$ cat src/rtl/aes_uart_dec_ctrl.sv
// Byte sequencer between a UART and an AES-128 decryption core: collects key and
// ciphertext bytes, strobes the core, then streams the plaintext back out byte by byte.
module aes_uart_dec_ctrl #(
    parameter int TIMEOUT_CYCLES = 1_000_000
) (
    input  logic         clk,
    input  logic         rst,
    input  logic [7:0]   rx_byte,
    input  logic         rx_valid,
    output logic [0:127] key,
    output logic [0:127] data,
    output logic         rx_state,
    input  logic [0:127] decrypted_data,
    input  logic         decrypted_data_state,
    output logic [7:0]   tx_byte,
    output logic         tx_start,
    input  logic         tx_busy,
    output logic         key_loaded,
    output logic         busy,
    output logic         rx_overrun
);

    localparam bit          TO_EN    = (TIMEOUT_CYCLES != 0);
    localparam logic [31:0] TO_LIMIT = 32'(TIMEOUT_CYCLES);

    typedef enum logic [2:0] {
        S_LOAD_KEY,
        S_LOAD_DATA,
        S_START,
        S_WAIT_DEC,
        S_SEND,
        S_SEND_WAIT
    } state_t;

    state_t       state_q, state_d;
    logic [3:0]   cnt_q, cnt_d;
    logic [31:0]  idle_q, idle_d;
    logic [0:127] key_q, key_d;
    logic [0:127] data_q, data_d;
    logic [0:127] pt_q, pt_d;
    logic         key_loaded_q, key_loaded_d;
    logic         guard_q, guard_d;
    logic         overrun_q, overrun_d;
    logic         busy_w;
    logic [7:0]   pt_lane [16];

    // Byte lane k occupies bits [8k : 8k+7]; lane 0 is the first byte on the wire.
    generate
        for (genvar gi = 0; gi < 16; gi++) begin : g_lane
            assign pt_lane[gi] = pt_q[8*gi +: 8];
        end
    endgenerate

    assign busy_w = (state_q == S_START) || (state_q == S_WAIT_DEC) ||
                    (state_q == S_SEND)  || (state_q == S_SEND_WAIT);

    always_comb begin
        state_d      = state_q;
        cnt_d        = cnt_q;
        idle_d       = '0;
        key_d        = key_q;
        data_d       = data_q;
        pt_d         = pt_q;
        key_loaded_d = key_loaded_q;
        guard_d      = 1'b0;
        overrun_d    = rx_valid && busy_w;
        rx_state     = 1'b0;
        tx_start     = 1'b0;
        tx_byte      = 8'h00;

        case (state_q)
            S_LOAD_KEY, S_LOAD_DATA: begin
                if (rx_valid) begin
                    if (state_q == S_LOAD_KEY) key_d[{cnt_q, 3'b000} +: 8] = rx_byte;
                    else                       data_d[{cnt_q, 3'b000} +: 8] = rx_byte;
                    if (cnt_q == 4'd15) begin
                        cnt_d = 4'd0;
                        if (state_q == S_LOAD_KEY) begin
                            key_loaded_d = 1'b1;
                            state_d      = S_LOAD_DATA;
                        end else begin
                            state_d = S_START;
                        end
                    end else begin
                        cnt_d = cnt_q + 4'd1;
                    end
                end else if (TO_EN && cnt_q != 4'd0) begin
                    // Partial block abandoned: restart lane numbering, keep stale lanes.
                    if (idle_q + 32'd1 == TO_LIMIT) cnt_d = 4'd0;
                    else                           idle_d = idle_q + 32'd1;
                end
            end
            S_START: begin
                rx_state = 1'b1;
                state_d  = S_WAIT_DEC;
            end
            S_WAIT_DEC: begin
                if (decrypted_data_state) begin
                    pt_d    = decrypted_data;
                    cnt_d   = 4'd0;
                    state_d = S_SEND;
                end
            end
            S_SEND: begin
                if (!tx_busy) begin
                    tx_start = 1'b1;
                    tx_byte  = pt_lane[cnt_q];
                    guard_d  = 1'b1;
                    state_d  = S_SEND_WAIT;
                end
            end
            S_SEND_WAIT: begin
                // The transmitter may not raise tx_busy until a cycle after tx_start.
                if (!guard_q && !tx_busy) begin
                    if (cnt_q == 4'd15) begin
                        cnt_d   = 4'd0;
                        state_d = S_LOAD_DATA;
                    end else begin
                        cnt_d   = cnt_q + 4'd1;
                        state_d = S_SEND;
                    end
                end
            end
            default: state_d = S_LOAD_KEY;
        endcase
    end

    always_ff @(posedge clk) begin
        if (rst) begin
            state_q      <= S_LOAD_KEY;
            cnt_q        <= '0;
            idle_q       <= '0;
            key_q        <= '0;
            data_q       <= '0;
            pt_q         <= '0;
            key_loaded_q <= 1'b0;
            guard_q      <= 1'b0;
            overrun_q    <= 1'b0;
        end else begin
            state_q      <= state_d;
            cnt_q        <= cnt_d;
            idle_q       <= idle_d;
            key_q        <= key_d;
            data_q       <= data_d;
            pt_q         <= pt_d;
            key_loaded_q <= key_loaded_d;
            guard_q      <= guard_d;
            overrun_q    <= overrun_d;
        end
    end

    assign key        = key_q;
    assign data       = data_q;
    assign key_loaded = key_loaded_q;
    assign busy       = busy_w;
    assign rx_overrun = overrun_q;

endmodule

$ cat config.mk
export PLATFORM = sky130hd
export DESIGN_NAME = aes_uart_dec_ctrl
export DESIGN_NICKNAME = d
export VERILOG_FILES = /design/src/rtl/aes_uart_dec_ctrl.sv
export SDC_FILE = /design/constraint.sdc
export NUM_CORES = 1
export LEC_CHECK = 0
export ABC_AREA = 0
export CORE_MARGIN = 2
export CORE_UTILIZATION = 40
export DETAILED_ROUTE_END_ITERATION = 10
export GPL_ROUTABILITY_DRIVEN = 0
export MAX_ROUTING_LAYER = met4
export PLACE_DENSITY = 0.75
export SYNTH_ARGS = -nofsm -noshare
export SYNTH_HDL_FRONTEND = slang
export SYNTH_SLANG_ARGS = --single-unit
$ cat constraint.sdc
create_clock -name clk -period 3.7 [get_ports clk]
set_clock_uncertainty 0.1 [all_clocks]
set_input_delay 0.555 -clock clk [delete_from_list [all_inputs] [get_ports clk]]
set_output_delay 0.555 -clock clk [all_outputs]
set_load 0.05 [all_outputs]
==> impl_metrics.tcl <==
set metrics [dict create \
    period_needed_ns 3.59 \
    path_clk_slew_ns 0.06 \
    worstMarginPinSlew_ns 0.896 \
    pin_count 410 \
    pwr-share-clk 0.479 \
    met1Wirelength_um 23400 \
    hold_viol_final 0 \
    crit_type "reg2out" \
    synth_seq_cells 426 \
    syn_nets 2272 \
    worstHoldPathType "in2reg" \
    synth_adder_area_share 0.00583 \
    grt_max_degree 163 \
    crit_end "tx_byte[1]" \
    path_max_fanout 26 \
    cts-root-buf "clkbuf_16" \
    drtPass1Iterations 5 \
    multi_input_area_um2 8070 \
    syn-cell-area_um2 17200 \
    cp_data_arrival_time_ns 2.93 \
    fin_crit_sh 0.969 \
    hold_buffers 0 \
    status "complete, no violations" \
    drv_slew 0 \
    grt_pass1_wl_um 85500 \
    most-common-layout-cells "nor2_1 (477), dfxtp_1 (424), clkdlybuf4s50_1 (400), nand2_1 (383), a21oi_1 (353)" \
    crit_start "cnt_q[1]" \
    grt_setup_unrepaired "false" \
    rows 75 \
    ys_dominant_reg_cell "dfxtp_1" \
    start_util 0.407 \
    met3WireLength_um 4130 \
    dieArea_um2 44600 \
    synth_top_family_by_area "simple AND/OR/NAND/NOR gates" \
    end_kind "output pin" \
    utilization 0.552 \
    ys_warn_count 0 \
    synth_cells 2123 \
    reg2reg_to "idle_q[2]" \
    finalSetupViolations 0 \
    numPortBuffers 409 \
    place_area_um2 21700 \
    synth_compound_area_frac 0.117 \
    vias_per_cell 5.33 \
    final_common_cell "nor2_1" \
    fillers 3760 \
    detail_route.iter0.violations 1395 \
    design.core.area_um2 42100 \
    hpwlAfterDp_um 40400 \
    yosysUniqueCellTypes 53 \
    crit-reg2reg-launch "idle_q[0]" \
    clock_latency_ns 0.57 \
    p_seq_frac 0.470 \
    post_cts_buffers 0 \
    layout-drive-gt1-share 0.0668 \
    crit_required_ns 3.04 \
    p_switching_uw 2160 \
    vdd_drop_max_mv 0.389 \
    synth-xor-area-share 0.0143 \
    async_flop_share 0 \
    cts_resized 1 \
    synthMuxAreaShare 0.0783 \
    wl_met2_um 26400 \
    grt_usage 0.252 \
    p_int_uw 7660 \
    die_w_um 211 \
    seq_area_um2 8530 \
    hold_depth 2 \
    grt_overflow 0 \
    p_comb_frac 0.051 \
    cts.htree.levels 2 \
    avgSynthCellArea_um2 8.09 \
    synth_edf_count 0 \
    leakagePower_uw 0.00790 \
    synthSimpleGateAreaFrac 0.253 \
    clock-sinks 426 \
    clock_path_buffers 3 \
    ys_seq_area_frac 0.497 \
    powerDensity_nw_per_um2 422 \
    wl_um 56300 \
    r2r_slack_ns 0.36 \
    drtAntennaViolNets 0 \
    chipHeight_um 211 \
    grt_pass1_vias 15345 \
    reg2reg_depth 10 \
    max-cap-violations 0 \
    routedWlPerCell_um 18.5 \
    cp-start-kind "flop" \
    setup-tns-final_ns 0 \
    design_area_um2 23300 \
    dr.max_layer_used "met4" \
    fin_nets 2617 \
    sw_frac_of_total 0.220 \
    antenna_found_initial 2 \
    fmax_mhz 279 \
    area_growth_pct 35.5 \
    slew_headroom 0.398 \
    post-route-drc-count 0 \
    dr_total_vias 16214 \
    cts_tree "built" \
    cts_buffers 45 \
]
-- worst max-delay path, stage by stage (launching register included) --
cell and delay [ns]:
dfxtp_2 0.88, buf_12 0.25, mux4_2 0.36, mux4_2 0.49, nor2b_1 0.15, buf_4 0.20
-- layout make-up --
class,count,share of cell area
inverters,11,0.00177
well taps,539,0.0290
clock inverters,13,0.00860
diodes,2,0.000215
flip-flops and latches,426,0.367
clock buffers,67,0.0576
repair buffers,442,0.189
multi-input cells,1542,0.347
-- layer usage --
metal,vias to the layer above,GRT usage
li1,7748,-
met3,133,0.0504
met1,7729,0.315
met2,604,0.393
met4,0,0.114
met5,-,-
-- cells by family after synthesis --
logic type               after synthesis
multiplexers                          84
AND/OR/NAND/NOR                     1036
AO/OA/AOI/OAI                        386
buffers and inverters                155
XOR/XNOR                              28
flip-flops                           426
adder cells (fa/ha/maj)                8
-- through the flow --
step / total power [uW] / instances / hold slack (ns) / setup WS (ns)
6_report: 9830 / 3042 / 0.351 / 0.115
5_1_grt: 10100 / 3042 / 0.367 / 0.0347
4_1_cts: 9920 / 3040 / 0.352 / 0.0912
3_5_place_dp: 5220 / 2960 / 0.345 / 0.398
3_3_place_gp: 5220 / 2960 / 0.341 / 0.474
2_1_floorplan: 4930 / 2123 / 0.333 / 0.427
-- cell usage after synthesis, types with 3 or more instances --
library cell	count	area (um2)
nor3_1	10	50.1
and3_1	9	56.3
a21oi_1	353	1770
nand4_1	14	87.6
and2_1	21	131
xor2_1	13	114
dfxtp_1	426	8530
nor4_2	3	37.5
nor2_1	478	1790
buf_1	9	33.8
nand2_1	383	1440
or3_1	19	119
clkbuf_1	131	492
and4_1	5	43.8
or2_1	3	18.8
nand3_1	30	150
mux2i_1	42	420
ha_1	8	100
nor4_1	8	50.1
inv_1	11	41.3
nor2b_1	31	194
mux4_2	40	901
nand2b_1	6	37.5
xnor2_1	15	131
o21ai_0	11	55.1
or4_1	4	30.0
a31oi_1	3	18.8
-- worst min path at each step --
stage	slack [ns]	end	start
floorplan	0.33	pt_lane[104]	pt_lane[104]
global placement	0.34	pt_lane[77]	pt_lane[77]
detailed placement	0.35	key[44]	key[44]
CTS	0.35	data[125]	rst
global route	0.37	key[44]	key[44]
finish	0.35	data[125]	rst
-- power by group through the flow --
stage	sequential, uW	combinational [uW]	clock [uW]
after floorplan	4730	196	0
after global placement	4720	498	0
after detailed placement	4720	500	0
after CTS	4620	502	4800
after global routing	4620	533	4990
final	4620	504	4710
-- sequential cells by signal (all words and copies together) (netlist names) --
| signal | cells |
|---|---|
| guard_q | 1 |
| pt_lane | 128 |
| key_loaded | 1 |
| cnt_q | 4 |
| state_q | 3 |
| data | 128 |
| rx_overrun | 1 |
| key | 128 |
| idle_q | 32 |
Power figures use the tool's default switching activity.
